[src/rtl/cam_pkg.sv]
// Shared types and constants for the OV camera controller: sequencer states,
// table terminator, SCCB ack encodings and small elaboration helpers.
package cam_pkg;

    typedef enum logic [3:0] {
        StBoot,
        StFetch,
        StStart,
        StAddr,
        StData,
        StStopw,
        StGap,
        StSettle,
        StError,
        StArm,
        StFrame
    } cam_state_e;

    localparam logic [15:0] CFG_END = 16'hFFFF;
    localparam logic [1:0]  ACK     = 2'b11;
    localparam logic [1:0]  NACK    = 2'b10;

    function automatic int unsigned max3(input int unsigned a, input int unsigned b,
                                         input int unsigned c);
        int unsigned m;
        m = (a > b) ? a : b;
        return (m > c) ? m : c;
    endfunction

    // A wait of lim cycles ends on the cycle where cnt reaches lim-1 (lim=0 behaves as 1).
    function automatic logic dly_done(input logic [31:0] cnt, input int unsigned lim);
        return (cnt + 32'd1) >= lim;
    endfunction

endpackage

[src/rtl/cam_sync_edge.sv]
// Two-flop synchroniser for an asynchronous camera pin, followed by an
// edge-detect register producing single-cycle rise/fall strobes.
module cam_sync_edge (
    input  logic clk,
    input  logic rst_n,
    input  logic din,
    output logic level,
    output logic rise,
    output logic fall
);

    logic [2:0] sr_q;

    always_ff @(posedge clk or negedge rst_n) begin
        if (!rst_n) begin
            sr_q <= '0;
        end else begin
            sr_q <= {sr_q[1:0], din};
        end
    end

    assign level = sr_q[1];
    assign rise  = sr_q[1] & ~sr_q[2];
    assign fall  = ~sr_q[1] & sr_q[2];

endmodule

[src/rtl/ov_cam_ctrl.sv]
// OV camera controller: table-driven SCCB register sequencer with NACK retry,
// then a frame-gated pixel capture path feeding a downstream FIFO.
module ov_cam_ctrl
    import cam_pkg::*;
#(
    parameter logic [7:0]  DEV_ADDR      = 8'h42,
    parameter int unsigned N_CFG         = 64,
    parameter int unsigned BOOT_DLY      = 2**26,
    parameter int unsigned GAP_DLY       = 2**16,
    parameter int unsigned SETTLE_DLY    = 2**26,
    parameter int unsigned MAX_RETRY     = 3,
    parameter int unsigned BYTES_PER_PIX = 2,
    localparam int unsigned PIX_W        = 8 * BYTES_PER_PIX,
    localparam int unsigned IDX_W        = $clog2(N_CFG)
) (
    input  logic             clk,
    input  logic             rst_n,
    output logic [IDX_W-1:0] cfg_idx,
    input  logic [15:0]      cfg_entry,
    output logic             sccb_start,
    output logic             sccb_stop,
    output logic [7:0]       sccb_wr_data,
    input  logic [1:0]       sccb_ack,
    input  logic             cmos_pclk,
    input  logic             cmos_href,
    input  logic             cmos_vsync,
    input  logic [7:0]       cmos_d,
    input  logic             capture_en,
    input  logic             pix_full,
    output logic             pix_valid,
    output logic [PIX_W-1:0] pix_data,
    output logic             pix_sof,
    output logic             line_end,
    output logic             frame_end,
    output logic [15:0]      frame_cnt,
    output logic             cfg_done,
    output logic             cfg_err,
    output logic             pix_ovf
);

    localparam int unsigned DLY_W = $clog2(max3(BOOT_DLY, GAP_DLY, SETTLE_DLY) + 1);
    localparam int unsigned RTY_W = $clog2(MAX_RETRY + 2);
    localparam int unsigned BC_W  = $clog2(BYTES_PER_PIX + 1);

    cam_state_e       state_q, state_d;
    logic [DLY_W-1:0] dly_q;
    logic [IDX_W:0]   idx_q;
    logic [RTY_W-1:0] retry_q;

    logic pclk_lvl, pclk_rise, pclk_fall;
    logic href_lvl, href_rise, href_fall;
    logic vsync_lvl, vsync_rise, vsync_fall;

    logic ack_ok, ack_nack, in_wait, retry_over, idx_end, arm_go;

    assign ack_ok     = (sccb_ack == ACK);
    assign ack_nack   = (sccb_ack == NACK);
    assign in_wait    = state_q inside {StAddr, StData, StStopw};
    assign retry_over = (32'(retry_q) + 32'd1) > MAX_RETRY;
    assign idx_end    = (32'(idx_q) == N_CFG);
    assign arm_go     = (state_q == StArm) && vsync_fall && capture_en;

    // ---------------- Sequencer FSM ----------------
    always_ff @(posedge clk or negedge rst_n) begin
        if (!rst_n) begin
            state_q <= StBoot;
        end else begin
            state_q <= state_d;
        end
    end

    always_comb begin
        state_d = state_q;
        unique case (state_q)
            StBoot:   if (dly_done(32'(dly_q), BOOT_DLY)) state_d = StFetch;
            StFetch:  state_d = (cfg_entry == CFG_END || idx_end) ? StSettle : StStart;
            StStart:  state_d = StAddr;
            StAddr: begin
                if (ack_ok)        state_d = StData;
                else if (ack_nack) state_d = retry_over ? StError : StGap;
            end
            StData: begin
                if (ack_ok)        state_d = StStopw;
                else if (ack_nack) state_d = retry_over ? StError : StGap;
            end
            StStopw: begin
                if (ack_ok)        state_d = StGap;
                else if (ack_nack) state_d = retry_over ? StError : StGap;
            end
            StGap:    if (dly_done(32'(dly_q), GAP_DLY)) state_d = StFetch;
            StSettle: if (dly_done(32'(dly_q), SETTLE_DLY)) state_d = StArm;
            StError:  state_d = StError;
            StArm:    if (arm_go) state_d = StFrame;
            StFrame:  if (vsync_rise) state_d = StArm;
            default:  state_d = StBoot;
        endcase
    end

    always_comb begin
        sccb_start   = 1'b0;
        sccb_stop    = 1'b0;
        sccb_wr_data = '0;
        unique case (state_q)
            StStart: begin
                sccb_start   = 1'b1;
                sccb_wr_data = DEV_ADDR;
            end
            StAddr:  if (ack_ok) sccb_wr_data = cfg_entry[15:8];
            StData:  if (ack_ok) sccb_wr_data = cfg_entry[7:0];
            StStopw: if (ack_ok) sccb_stop = 1'b1;
            default: ;
        endcase
        if (in_wait && ack_nack) sccb_stop = 1'b1;
    end

    assign cfg_done = state_q inside {StArm, StFrame};
    assign cfg_err  = (state_q == StError);
    assign cfg_idx  = idx_q[IDX_W-1:0];

    always_ff @(posedge clk or negedge rst_n) begin
        if (!rst_n) begin
            dly_q   <= '0;
            idx_q   <= '0;
            retry_q <= '0;
        end else begin
            if (state_d != state_q) begin
                dly_q <= '0;
            end else if (state_q inside {StBoot, StGap, StSettle}) begin
                dly_q <= dly_q + 1'b1;
            end
            if (state_q == StStopw && ack_ok) begin
                idx_q   <= idx_q + 1'b1;
                retry_q <= '0;
            end else if (in_wait && ack_nack) begin
                retry_q <= retry_q + 1'b1;
            end
        end
    end

    // ---------------- Capture path ----------------
    cam_sync_edge u_sync_pclk (
        .clk   (clk),
        .rst_n (rst_n),
        .din   (cmos_pclk),
        .level (pclk_lvl),
        .rise  (pclk_rise),
        .fall  (pclk_fall)
    );

    cam_sync_edge u_sync_href (
        .clk   (clk),
        .rst_n (rst_n),
        .din   (cmos_href),
        .level (href_lvl),
        .rise  (href_rise),
        .fall  (href_fall)
    );

    cam_sync_edge u_sync_vsync (
        .clk   (clk),
        .rst_n (rst_n),
        .din   (cmos_vsync),
        .level (vsync_lvl),
        .rise  (vsync_rise),
        .fall  (vsync_fall)
    );

    logic unused_sync;
    assign unused_sync = ^{pclk_lvl, pclk_fall, href_rise, vsync_lvl};

    // Three data stages keep the byte aligned with the detected pclk edge.
    logic [7:0]       d1_q, d2_q, d3_q;
    logic [BC_W-1:0]  bcnt_q;
    logic [PIX_W-1:0] shreg_q, shreg_next;
    logic [PIX_W+7:0] shift_wide;
    logic             first_q, in_frame, take_byte, pix_done;
    logic             pix_valid_q, pix_sof_q, line_end_q, frame_end_q, pix_ovf_q;
    logic [PIX_W-1:0] pix_data_q;
    logic [15:0]      frame_cnt_q;

    assign in_frame   = (state_q == StFrame);
    assign take_byte  = in_frame && pclk_rise && href_lvl;
    assign pix_done   = take_byte && ((32'(bcnt_q) + 32'd1) == BYTES_PER_PIX);
    assign shift_wide = {shreg_q, d3_q};
    assign shreg_next = shift_wide[PIX_W-1:0];

    always_ff @(posedge clk or negedge rst_n) begin
        if (!rst_n) begin
            d1_q        <= '0;
            d2_q        <= '0;
            d3_q        <= '0;
            bcnt_q      <= '0;
            shreg_q     <= '0;
            first_q     <= 1'b0;
            pix_valid_q <= 1'b0;
            pix_data_q  <= '0;
            pix_sof_q   <= 1'b0;
            line_end_q  <= 1'b0;
            frame_end_q <= 1'b0;
            frame_cnt_q <= '0;
            pix_ovf_q   <= 1'b0;
        end else begin
            d1_q        <= cmos_d;
            d2_q        <= d1_q;
            d3_q        <= d2_q;
            pix_valid_q <= 1'b0;
            pix_sof_q   <= 1'b0;
            line_end_q  <= 1'b0;
            frame_end_q <= 1'b0;
            if (arm_go) begin
                first_q <= 1'b1;
                bcnt_q  <= '0;
            end
            if (take_byte) begin
                shreg_q <= shreg_next;
                if (pix_done) begin
                    bcnt_q  <= '0;
                    first_q <= 1'b0;
                    if (!pix_full) begin
                        pix_valid_q <= 1'b1;
                        pix_data_q  <= shreg_next;
                        pix_sof_q   <= first_q;
                    end else begin
                        pix_ovf_q <= 1'b1;
                    end
                end else begin
                    bcnt_q <= bcnt_q + 1'b1;
                end
            end
            // Later assignments win: line/frame boundaries discard any partial pixel.
            if (in_frame && href_fall) begin
                line_end_q <= 1'b1;
                bcnt_q     <= '0;
            end
            if (in_frame && vsync_rise) begin
                frame_end_q <= 1'b1;
                frame_cnt_q <= frame_cnt_q + 1'b1;
                bcnt_q      <= '0;
            end
        end
    end

    assign pix_valid = pix_valid_q;
    assign pix_data  = pix_data_q;
    assign pix_sof   = pix_sof_q;
    assign line_end  = line_end_q;
    assign frame_end = frame_end_q;
    assign frame_cnt = frame_cnt_q;
    assign pix_ovf   = pix_ovf_q;

endmodule

[config.mk]
export PLATFORM = sky130hd
export DESIGN_NAME = ov_cam_ctrl
export DESIGN_NICKNAME = d
export VERILOG_FILES = /design/src/rtl/cam_pkg.sv /design/src/rtl/cam_sync_edge.sv /design/src/rtl/ov_cam_ctrl.sv
export SDC_FILE = /design/constraint.sdc
export NUM_CORES = 1
export LEC_CHECK = 0
export CAP_MARGIN = 20
export CORE_MARGIN = 2
export CORE_UTILIZATION = 45
export CTS_BUF_LIST = sky130_fd_sc_hd__clkbuf_4
export CTS_CLUSTER_SIZE = 24
export DETAILED_ROUTE_END_ITERATION = 7
export PLACE_DENSITY = 0.73
export SLEW_MARGIN = 5
export SYNTH_ARGS = -nofsm -noshare
export SYNTH_HDL_FRONTEND = slang
export SYNTH_SLANG_ARGS = --single-unit
[constraint.sdc]
create_clock -name clk -period 3.4 [get_ports clk]
set_input_delay 0.51 -clock clk [delete_from_list [all_inputs] [get_ports clk]]
set_output_delay 0.51 -clock clk [all_outputs]
set_load 0.02 [all_outputs]
# Yosys cells after proc, flatten, opt, wreduce, memory -nomap -nowiden
# Index checks and enable logic that the tools add are counted.
# Widths: inputs -> output; s select.
[classes]
n_addsub = 8
magnitude_cmp = 3
n_eq_ne = 16
n_mux = 39
n_bitwise = 9
n_reduce_logical = 19
[ops]
columns = ["operator", "count"]
rows = [
  ["$mux 27", 2],
  ["$pmux 4 s11", 1],
  ["$mux 4", 10],
  ["$ge 32x17->1 const B", 1],
  ["$add 27x1->28 const B", 1],
  ["$ge 28x27->1 const B", 1],
  ["$add 27x1->27 const B", 1],
  ["$pmux 8 s3", 1],
  ["$add 16x1->16 const B", 1],
  ["$eq 16x16->1 const B", 1],
  ["$eq 4x3->1 const B", 4],
  ["$mux 8", 2],
  ["$mux 1", 15],
  ["$eq 4x4->1 const B", 3],
  ["$mux 2", 5],
  ["$logic_and 1x1->1", 9],
  ["$mux 3", 3],
  ["$eq 4x2->1 const B", 2],
  ["$add 7x1->7 const B", 1],
  ["$eq 7x7->1 const B", 1],
  ["$reduce_and 3->1", 2],
  ["$reduce_bool 2->1", 3],
  ["$reduce_bool 3->1", 2],
  ["$not 1->1", 5],
  ["13 further kinds", 17],
]
[word_totals]
regBits = 122
in_bits = 33
out_inout_bits = 55

# Depth between registers and ports, before layout
[depth]
word_depth = 9
depth_mapped = 10

# By module
# A second synthesis with hierarchy kept.
[hier_totals]
cells_unflattened = 516
hier_area_um2 = 5750.5
[by_module_without_submodules]
columns = ["mod", "n_inst", "cells_per_inst", "area_each_um2"]
rows = [
  ["ov_cam_ctrl", 1, 501, 5480.3],
  ["cam_sync_edge", 3, 5, 90.1],
]

# Worst setup path after synthesis
# Ideal clock, no wire load.
[synth_timing]
path_kind = "reg2reg"
from = "register retry_q[0]"
to = "register dly_q[1]"
setup_ns = 0.070
arrival_ns = 2.597
slack_ns = 0.733
stages_incl_launch_ff = 10
path_buffers = 1
path_cell_list = "dfrtp_1 ha_1 and2_1 a2111oi_2 nor4_1 or2_2 a221oi_1 o221ai_4 buf_6 nor2_2"
[synth_via]
elab_chain_cells = 8
elab_cells_between_ends = 11
cone_classes = "1 x add/sub; 1 x order compare; 1 x eq/ne; 7 x mux; 1 x reduce/logical"
[synth_lines]
columns = ["element", "line", "rtl"]
rows = [
  ["from (decl)", "ov_cam_ctrl.sv:48", "logic [RTY_W-1:0] retry_q;"],
  ["from (signal assigned)", "ov_cam_ctrl.sv:135", "retry_q <= retry_q + 1'b1;"],
  ["$add 3x1->4 (*)", "ov_cam_ctrl.sv:59", "assign retry_over = (32'(retry_q) + 32'd1) > MAX_RETRY;"],
  ["$gt 4x2->1 (*)", "ov_cam_ctrl.sv:59", ""],
  ["$mux 4 (*) (2 in a row)", "ov_cam_ctrl.sv:80, ov_cam_ctrl.sv:84, ov_cam_ctrl.sv:88", ""],
  ["$mux 4 (on tied branches)", "ov_cam_ctrl.sv:87, ov_cam_ctrl.sv:79, ov_cam_ctrl.sv:83", ""],
  ["$pmux 4 s11 (*)", "ov_cam_ctrl.sv:74", "unique case (state_q)"],
  ["$ne 4x4->1 (*)", "ov_cam_ctrl.sv:126", "if (state_d != state_q) begin"],
  ["$mux 27 or $reduce_bool 2->1 (tied branches)", "--", ""],
  ["to (signal assigned)", "ov_cam_ctrl.sv:129", "dly_q <= dly_q + 1'b1;"],
  ["to (decl)", "ov_cam_ctrl.sv:46", "logic [DLY_W-1:0] dly_q;"],
]
# Mark *: on every way between the ends. The rest lies on a longest branch, timed or not.
# A chain may end at the register's enable or synchronous reset.

# Final worst setup path
[layout_timing]
from = "register state_q[1]"
to = "output port sccb_wr_data[1]"
[layout_via]
elab_chain_cells = 2
elab_cells_between_ends = 4
cone_classes = "3 x eq/ne; 1 x mux"
[layout_lines]
columns = ["element", "line", "rtl"]
rows = [
  ["from (decl)", "ov_cam_ctrl.sv:45", "cam_state_e state_q, state_d;"],
  ["from (signal assigned)", "ov_cam_ctrl.sv:66", "state_q <= StBoot;"],
  ["from (signal assigned)", "ov_cam_ctrl.sv:68", "state_q <= state_d;"],
  ["$eq 4x3->1 or $eq 4x2->1 (tied branches)", "ov_cam_ctrl.sv:103", "unique case (state_q)"],
  ["$pmux 8 s3 (*)", "ov_cam_ctrl.sv:103", ""],
  ["to (decl)", "ov_cam_ctrl.sv:22", "output logic [7:0] sccb_wr_data,"],
]
# Marked as above.

==> qor.yml <==
flow_run:
  cap_viol_max_count: 0
yosys:
  syn_nets: 554
  ys_seq_elements: 122
  synth_cells: 515
  yosys_most_used_dff: "dfrtp_1"
  syn_area_um2: 5660
  yosysUniqueCellTypes: 56
  ys_seq_area_frac: 0.539
  ys_warn_count: 0
  synth_edf_count: 0
  async_flop_share: 1.00
  syn-mean-instance-area_um2: 11.0
final_layout:
  fill_cells: 1048
  nets: 646
  utilization: 0.570
  syn2layout_area_growth_pct: 22.4
  final_cell_mix: "119 x dfrtp_1, 86 x clkdlybuf4s50_1, 46 x nor2_1, 39 x nand2_1, 32 x xnor2_1"
  diodes: 0
  layout_commonest_cell: "dfrtp_1"
  final_cells: 788
  layout-drive-gt1-share: 0.156
  multi_input_area_um2: 2410
  register_area_um2: 3060
routing:
  routed_wl_um: 11300
  drcViolationCount: 0
  dr.pass1.iters: 6
  wl_per_cell_um: 14.4
  num_vias: 4193
  routed_via_density: 5.32
  drt_iter0_drc: 212
  final_antenna_net_count: 0
clock_tree:
  clkSinkCount: 122
  ctsRootBufferMaster: "clkbuf_4"
  holdBufCountCts: 0
  cts_buffers: 17
  clockBufferDepth: 2
  cts_tree: "done"
  post-cts-setup-buffer-count: 0
  clk_latency_ns: 0.52
  htree_levels: 4
  clk_pin_slew_worst_paths_ns: 0.11
worst_setup_path:
  rr_worst_depth: 8
  cp.arrival_ns: 2.68
  critical_path.slowest_cell: "clkdlybuf4s50_1"
  start_kind: "flip-flop"
  worst_ep_required_time_ns: 2.89
  critPathCapture: "sccb_wr_data[1]"
  critical_path_depth: 6
  worstSetupPathType: "reg -> out"
  critical-path-max-stage-delay_ns: 0.64
  crit_fanout: 15
  crit_path_end_kind: "output pin"
  r2r_slack_ns: 0.48
  cp_top_family: "buffers and inverters"
  critPathBufInv: 2
  path_cells: "nand2_1 > nor3_1 > buf_4 > a22oi_1 > o21ai_0 > clkdlybuf4s50_1"
  reg2reg_to: "dly_q[8]"
  cp-startpoint: "state_q[1]"
  r2r_start: "dly_q[4]"
timing:
  worst_slack_ns: 0.215
  fin_crit_ns: 3.19
  tightest_slew_ns: 0.869
  fmax_ghz: 0.314
  fin_skew_ns: 0.0120
  final.period_utilization: 0.937
  setup_tns_ns: 0
  maxSlewViolCount: 0
  hold_violations: 0
  setup_violations: 0
  slew_headroom: 0.421
  rsz0062_at_grt: "no"
global_route:
  grt_overflow: 0
  grt_start_max_net_pins: 71
  groute.usage.overall: 0.184
  grt_first_pass_wirelength_um: 19500
  antenna_found_initial: 0
  grt_pass1_vias: 4253
  use_met3: 0.0441
  grt.busiest_layer: "met2"
  grt_use_met1: 0.235
  met2_usage: 0.302
placed_design:
  port-buffer-count: 87
  gp_congestion: 0.866
  dp_hpwl_um: 8070
  dp_slack_ns: 0.239
  place_inst: 756
power:
  max-vdd-ir-drop_mv: 0.227
  p_leak_nw: 2.91
  powerDensity_nw_per_um2: 349
min_path:
  hold_class: "in -> async"
die:
  coreArea_um2: 12200
  initial_core_util: 0.466
  die_x_um: 116
  num_rows: 40
  pin_count: 88
  fp.dieArea_um2: 13500
  die_y_um: 116
status:
  outcome: "complete, no violations"
## report_power, final
group	internal (mW)	switching, mW	leakage [nW]
combinational	0.0401	0.0451	1.21
clock	0.295	0.561	0.112
sequential	1.47	0.00931	1.58
## layer usage
layer	wire [µm]	up-vias
li1	-	2013
met1	5150	2038
met2	5440	127
met3	567	15
met4	191	0
met5	0	-
## area by class of cell
class | instances | area share
inverter | 14 | 0.00812
timing repair buffer | 99 | 0.140
multi-input combinational | 353 | 0.347
clock buffer | 18 | 0.0195
sequential | 122 | 0.441
clock inverter | 14 | 0.0141
tap | 168 | 0.0303
## registers in the layout (all words and copies together), names as in the netlist
| name | count |
|---|---|
| bcnt_q | 2 |
| d1_q | 8 |
| d2_q | 8 |
| d3_q | 8 |
| dly_q | 27 |
| first_q | 1 |
| frame_cnt | 16 |
| frame_end | 1 |
| idx_q | 7 |
| line_end | 1 |
| pix_data | 16 |
| pix_ovf | 1 |
| pix_sof | 1 |
| pix_valid | 1 |
| retry_q | 3 |
| shreg_q | 8 |
| state_q | 4 |
| u_sync_href.sr_q | 3 |
| u_sync_pclk.sr_q | 3 |
| u_sync_vsync.sr_q | 3 |
## worst reg2reg max path, stage by stage (launching register included)
cell	delay (ns)
dfrtp_1	0.48
nand4_4	0.20
or4_1	0.73
mux2i_1	0.25
a41oi_1	0.24
nor4b_4	0.45
o221ai_4	0.17
buf_12	0.21
nor2_1	0.12
## synth_stat cells (all sizes together), types with 12 or more instances
library cell  number  area (µm²)
nor2              57         241
buf               15         115
nor3              20         100
nand3             18        90.1
xnor2             32         280
nand4             25         178
nand2             39         146
xor2              16         140
dfrtp            122        3050
o21ai             19        95.1
inv               12        45.0
mux2              26         293
## stage by stage
| step | cell area [µm²] | power, mW | hold slack [ns] |
|---|---|---|---|
| CTS | 6930 | 2.45 | 0.117 |
| floorplan | 5660 | 1.52 | 0.214 |
| finish | 6930 | 2.42 | 0.101 |
| global placement | 6690 | 1.59 | 0.332 |
| global route | 6930 | 2.53 | 0.132 |
| detailed placement | 6690 | 1.60 | 0.335 |
## cells by family (layout without fill, tap and decap cells)
family                     after synthesis  count (layout)  share of synthesized area
and+or+nand+nor                        203             203                      0.191
DFF                                    122             122                      0.539
AOI/OAI and AO/OA                       66              66                     0.0871
xor gates and xnor gates                48              48                     0.0742
buffers and inverters                   40             145                     0.0369
adders and majority gates                6               6                     0.0133
muxes                                   30              30                     0.0588
## how the worst min path moves through the flow
| stage | cells past startpoint | to | start | slack, ns |
|---|---|---|---|---|
| after floorplan | 0 | bcnt_q[0] | rst_n | 0.21 |
| after detailed placement | 0 | d2_q[7] | d1_q[7] | 0.33 |
| after CTS | 1 | d2_q[2] | rst_n | 0.12 |
| final | 1 | shreg_q[1] | rst_n | 0.10 |
| after global placement | 0 | d3_q[2] | d2_q[2] | 0.33 |
| after global routing | 1 | d1_q[4] | rst_n | 0.13 |
## repair_timing
item / CTS / global route
hold endpoints to repair: 0 / 0
endpoints found under the setup margin: 0 / 8
resized for setup: 0 / 4
No activity file was read; power rests on OpenSTA's default activity.
